**src/rtl/pipe_pkg.sv**
```systemverilog
// Shared constants and helpers for the elastic pipeline register chain.
package pipe_pkg;

    localparam int PIPE_DEFAULT_WIDTH = 32;
    localparam int PIPE_DEFAULT_DEPTH = 2;

    // Occupancy must count 0..DEPTH+1 when the optional skid entry is present.
    function automatic int pipe_occ_width(input int depth);
        return $clog2(depth + 2);
    endfunction

endpackage

```
**src/rtl/pipe_slot.sv**
```systemverilog
// One elastic stage: a valid bit plus payload. Payload only changes when a
// valid entry is loaded, so empty stages keep their last value.
module pipe_slot
    import pipe_pkg::*;
#(
    parameter int WIDTH = PIPE_DEFAULT_WIDTH
) (
    input  logic             clk,
    input  logic             rst,
    input  logic             clear,
    input  logic             load,
    input  logic             src_valid,
    input  logic [WIDTH-1:0] src_data,
    output logic             valid,
    output logic [WIDTH-1:0] data
);

    always_ff @(posedge clk) begin
        if (rst) begin
            valid <= 1'b0;
            data  <= '0;
        end else begin
            if (clear) begin
                valid <= 1'b0;
            end else if (load) begin
                valid <= src_valid;
            end
            if (!clear && load && src_valid) begin
                data <= src_data;
            end
        end
    end

endmodule

```
**src/rtl/pipe_elastic_chain.sv**
```systemverilog
// Elastic register chain of DEPTH stages with bubble collapsing and flush.
// Define PIPE_ELASTIC_SKID_EN to add a one-entry input skid that registers in_ready.
//
// Handshake: a transfer happens on a rising edge where valid && ready are both
// high; valid never depends on ready, and in_ready may depend on out_ready
// combinationally only when the skid entry is not built in.
module pipe_elastic_chain
    import pipe_pkg::*;
#(
    parameter int WIDTH = PIPE_DEFAULT_WIDTH,
    parameter int DEPTH = PIPE_DEFAULT_DEPTH
) (
    input  logic                              clk,
    input  logic                              rst,
    input  logic                              flush,
    input  logic                              in_valid,
    output logic                              in_ready,
    input  logic [WIDTH-1:0]                  in_data,
    output logic                              out_valid,
    input  logic                              out_ready,
    output logic [WIDTH-1:0]                  out_data,
    output logic [pipe_occ_width(DEPTH)-1:0]  occupancy
);

    localparam int OCC_W = pipe_occ_width(DEPTH);

    logic [DEPTH-1:0] valid;
    logic [WIDTH-1:0] data [DEPTH];
    logic [DEPTH:0]   adv;
    logic [DEPTH-1:0] src_valid;
    logic [WIDTH-1:0] src_data [DEPTH];
    logic             in_fire;
    logic             out_fire;
    logic             head_valid;
    logic [WIDTH-1:0] head_data;

    // A stage may take new contents when it is empty or its contents move on.
    always_comb begin
        adv        = '0;
        adv[DEPTH] = out_ready;
        for (int i = DEPTH - 1; i >= 0; i--) begin
            adv[i] = !valid[i] || adv[i+1];
        end
    end

`ifdef PIPE_ELASTIC_SKID_EN
    logic             skid_valid;
    logic [WIDTH-1:0] skid_data;

    assign in_ready   = !skid_valid && !flush;
    assign in_fire    = in_valid && in_ready;
    assign head_valid = skid_valid || in_fire;
    assign head_data  = skid_valid ? skid_data : in_data;

    // in_fire implies the skid is empty, so fill and drain never coincide.
    always_ff @(posedge clk) begin
        if (rst) begin
            skid_valid <= 1'b0;
            skid_data  <= '0;
        end else if (flush) begin
            skid_valid <= 1'b0;
        end else if (skid_valid && adv[0]) begin
            skid_valid <= 1'b0;
        end else if (in_fire && !adv[0]) begin
            skid_valid <= 1'b1;
            skid_data  <= in_data;
        end
    end
`else
    assign in_ready   = adv[0] && !flush && !rst;
    assign in_fire    = in_valid && in_ready;
    assign head_valid = in_fire;
    assign head_data  = in_data;
`endif

    always_comb begin
        src_valid[0] = head_valid;
        src_data[0]  = head_data;
        for (int i = 1; i < DEPTH; i++) begin
            src_valid[i] = valid[i-1];
            src_data[i]  = data[i-1];
        end
    end

    for (genvar g = 0; g < DEPTH; g++) begin : g_stage
        pipe_slot #(
            .WIDTH(WIDTH)
        ) u_slot (
            .clk      (clk),
            .rst      (rst),
            .clear    (flush),
            .load     (adv[g]),
            .src_valid(src_valid[g]),
            .src_data (src_data[g]),
            .valid    (valid[g]),
            .data     (data[g])
        );
    end

    assign out_valid = valid[DEPTH-1];
    assign out_data  = data[DEPTH-1];
    assign out_fire  = out_valid && out_ready;

    always_ff @(posedge clk) begin
        if (rst || flush) begin
            occupancy <= '0;
        end else begin
            case ({in_fire, out_fire})
                2'b10:   occupancy <= occupancy + OCC_W'(1);
                2'b01:   occupancy <= occupancy - OCC_W'(1);
                default: occupancy <= occupancy;
            endcase
        end
    end

endmodule

```
**config.mk**
```make
export PLATFORM = sky130hd
export DESIGN_NAME = pipe_elastic_chain
export DESIGN_NICKNAME = d
export VERILOG_FILES = /design/src/rtl/pipe_pkg.sv /design/src/rtl/pipe_slot.sv /design/src/rtl/pipe_elastic_chain.sv
export SDC_FILE = /design/constraint.sdc
export NUM_CORES = 1
export LEC_CHECK = 0
export BUFFER_PORTS_ARGS = -buffer_cell sky130_fd_sc_hd__buf_2
export CAP_MARGIN = 20
export CORE_AREA = 2 2 62 123
export CTS_CLUSTER_DIAMETER = 30
export CTS_CLUSTER_SIZE = 25
export DETAILED_ROUTE_END_ITERATION = 6
export DIE_AREA = 0 0 64 125
export GPL_TIMING_DRIVEN = 1
export PLACE_DENSITY = 0.66
export SYNTH_ARGS = -nofsm -noshare
export SYNTH_HDL_FRONTEND = slang
export SYNTH_SLANG_ARGS = --single-unit
```
**constraint.sdc**
```tcl
create_clock -name clk -period 4.85 [get_ports clk]
set_input_delay 0.97 -clock clk [delete_from_list [all_inputs] [get_ports clk]]
set_output_delay 0.97 -clock clk [all_outputs]
set_load 0.05 [all_outputs]
```
==> impl_metrics.env <==
export IMPL_core_rowCount=44
export IMPL_nNetsFinal=371
export IMPL_drc=0
export IMPL_n_fill_cell=662
export IMPL_synth_area_um2=2920
export IMPL_path_max_fanout=35
export IMPL_htreeDepth=3
export IMPL_clk_latency_ns=0.32
export IMPL_layout_cells_non_filler=430
export IMPL_min_path_cells=2
export IMPL_start_util_pct=41.1
export IMPL_min_from="g_stage[0].u_slot.data[27]"
export IMPL_diodes=0
export IMPL_postCtsSetupBuffers=0
export IMPL_grt_pass1_vias=2098
export IMPL_dr_pass1_iters=4
export IMPL_fin_worst_skew_ns=0.00586
export IMPL_final_seq_area_um2=1360
export IMPL_syn_instance_count=303
export IMPL_place_inst=414
export IMPL_core_area_um2=7100
export IMPL_status="finished clean"
export IMPL_critPathBufInv=2
export IMPL_cts_path_max_buffers=2
export IMPL_cap_violations=0
export IMPL_cp_start_kind="primary input"
export IMPL_slowest_delay_ns=0.37
export IMPL_wirelength_um=6030
export IMPL_post_route_period_util_pct=60.7
export IMPL_rr_startpoint="g_stage[1].u_slot.valid"
export IMPL_synth_cell_type_count=26
export IMPL_via_per_inst=4.95
export IMPL_syn_to_final_growth_pct=14.9
export IMPL_cpMostUsedCell="buf_2"
export IMPL_reg2reg_setup_slack_ns=3.00
export IMPL_multi_input_area_um2=1190
export IMPL_max_freq_mhz=340
export IMPL_setup_tns_final_ns=0
export IMPL_finalHoldViolCount=0
export IMPL_yosysSeqAreaShare_pct=46.6
export IMPL_grt_setup_unrepaired="no"
export IMPL_slew_viol_final=0
export IMPL_dieWidth_um=64
export IMPL_clock_sinks=68
export IMPL_clk_pin_slew_ns=0.05
export IMPL_hp_class="flip-flop to flip-flop"
export IMPL_gp_congestion=0.732
export IMPL_ctsHoldBuffers=0
export IMPL_p_per_area_nw_per_um2=388
export IMPL_numPortBuffers=72
export IMPL_crit_family="simple AND/OR/NAND/NOR gates"
export IMPL_die_height_um=125
export IMPL_grt_pass1_wl_um=9860
export IMPL_overflow=0
export IMPL_relSlewSlack_pct=31.6
export IMPL_p_leak_uw=0.00143
export IMPL_path_cells="buf_2, nand2b_4, nor2_1, nor3_1, buf_2"
export IMPL_syn_num_nets=341
export IMPL_worst_slew_pin_slew_ns=1.03
export IMPL_ant_nets=0
export IMPL_postCtsResizedCells=0
export IMPL_dieArea_um2=8000
export IMPL_critPathSlowestCell="nand2b_4"
export IMPL_hpwl_um=4050
export IMPL_pin_count=73
export IMPL_track_usage_pct=15.6
export IMPL_wire_per_inst_um=14.0
export IMPL_reg2reg_to="g_stage[0].u_slot.data[5]"
export IMPL_final_layout_size_suffix_gt1_share_pct=36.4
export IMPL_drt_iter0_drc=110
export IMPL_ys_ff_latch=68
export IMPL_vias=2129
export IMPL_end_kind="output port"
export IMPL_cp_arrival_ns=1.97
export IMPL_worstHoldEndpoint="g_stage[1].u_slot.data[27]"
export IMPL_cts_buffers=9
export IMPL_critPathKind="primary input to output port"
export IMPL_cts_root_buffer="clkbuf_16"
export IMPL_yosysWarningCount=0
export IMPL_cts_tree="yes"
export IMPL_r2r_cells=4
export IMPL_setup_viol=0
export IMPL_grt_antenna_before_repair=0
export IMPL_synth_avg_cell_area_um2=9.64
export IMPL_min_period_ns=2.94
export IMPL_required_ns=3.88
export IMPL_peakVddDrop_mv=0.200
export IMPL_grt_start_max_net_pins=60
## kinds of logic after synthesis
family	count (synthesis)	share of synthesized area [%]
AOI/OAI and AO/OA	69	12.6
xor gates and xnor gates	2	0.600
adders and majority gates	1	0.428
buffers and inverters	57	12.8
DFF	68	46.6
muxes	32	12.3
and+or+nand+nor	74	14.6
## cell usage in the layout (no fill, tap or decap), drive strengths merged
cell type,synthesis,routed
o21ai,33,33
ha,1,1
nor3,2,2
o211ai,1,1
a21boi,2,2
nor2b,33,33
mux2,32,32
clkbuf,12,10
a21oi,32,32
and2,1,1
nor2,2,2
and2b,1,1
nand2b,2,2
inv,1,1
o21a,1,1
xor2,1,1
buf,44,75
clkinv,0,3
xnor2,1,1
clkinvlp,0,2
nand3,32,32
dfxtp,68,68
bufinv,0,1
or3,1,1
## through the flow
step	instance area [µm²]	util [%]	power [µW]	setup WS, ns	hold slack [ns]
final	3360	47.3	1300	1.91	0.457
after global routing	3360	47.3	1350	1.80	0.477
after CTS	3360	47.3	1320	1.91	0.461
after detailed placement	3060	43.0	678	1.91	0.454
after global placement	3040	42.9	674	1.92	0.445
after floorplan	2920	-	653	1.49	0.439
## state kept, by name, summed over array words and instances (netlist names)
register,cells
g_stage.u_slot.valid,2
occupancy,2
g_stage.u_slot.data,64
## Yosys cell counts (all sizes together)
cell    count  area [µm²]
dfxtp      68        1360
buf        44         325
nor2b      33         206
o21ai      33         165
a21oi      32         160
mux2       32         360
nand3      32         160
clkbuf     12        45.0
a21boi      2        15.0
nand2b      2        20.0
nor2        2        10.0
nor3        2        10.0
and2        1        6.26
and2b       1        7.51
ha          1        12.5
inv         1        3.75
o211ai      1        21.3
o21a        1        7.51
or3         1        6.26
xnor2       1        8.76
xor2        1        8.76
## worst reg2reg max path, cell delays in order (launching register included)
cell	delay (ns)
dfxtp_1	0.39
nand2b_4	0.26
o211ai_4	0.26
buf_4	0.41
mux2_2	0.40
## power by group
group	switching (µW)	internal, µW	leakage (µW)	total (µW)
combinational	43.2	36.5	0.000731	79.7
clock	227	410	0.000144	638
sequential	8.29	577	0.000553	585
total	279	1020	0.00143	1300
## worst max-delay path by stage
stage	from	end	slack, ns	cells past startpoint
4_1_cts	out_ready	in_ready	1.91	5
3_3_place_gp	out_ready	in_ready	1.92	5
2_1_floorplan	rst	in_ready	1.49	3
5_1_grt	out_ready	in_ready	1.80	5
6_report	out_ready	in_ready	1.91	5
3_5_place_dp	out_ready	in_ready	1.91	5
## layout make-up
cell class              count  area share, %
well taps                  92           3.43
multi-input cells         178           35.4
flip-flops and latches     68           40.5
clock buffers              10           7.12
repair buffers             75           11.5
clock inverters             6           1.90
inverters                   1          0.112
## routing by layer
metal  vias up  track usage, %  part of all wire [%]
met5         -               0                     0
met4         0            7.80                   1.1
met3         7            2.16                   5.5
met2        66            25.6                    50
met1       993            19.7                    43
li1       1063               -                     -
No activity file was read; power rests on OpenSTA's default activity.
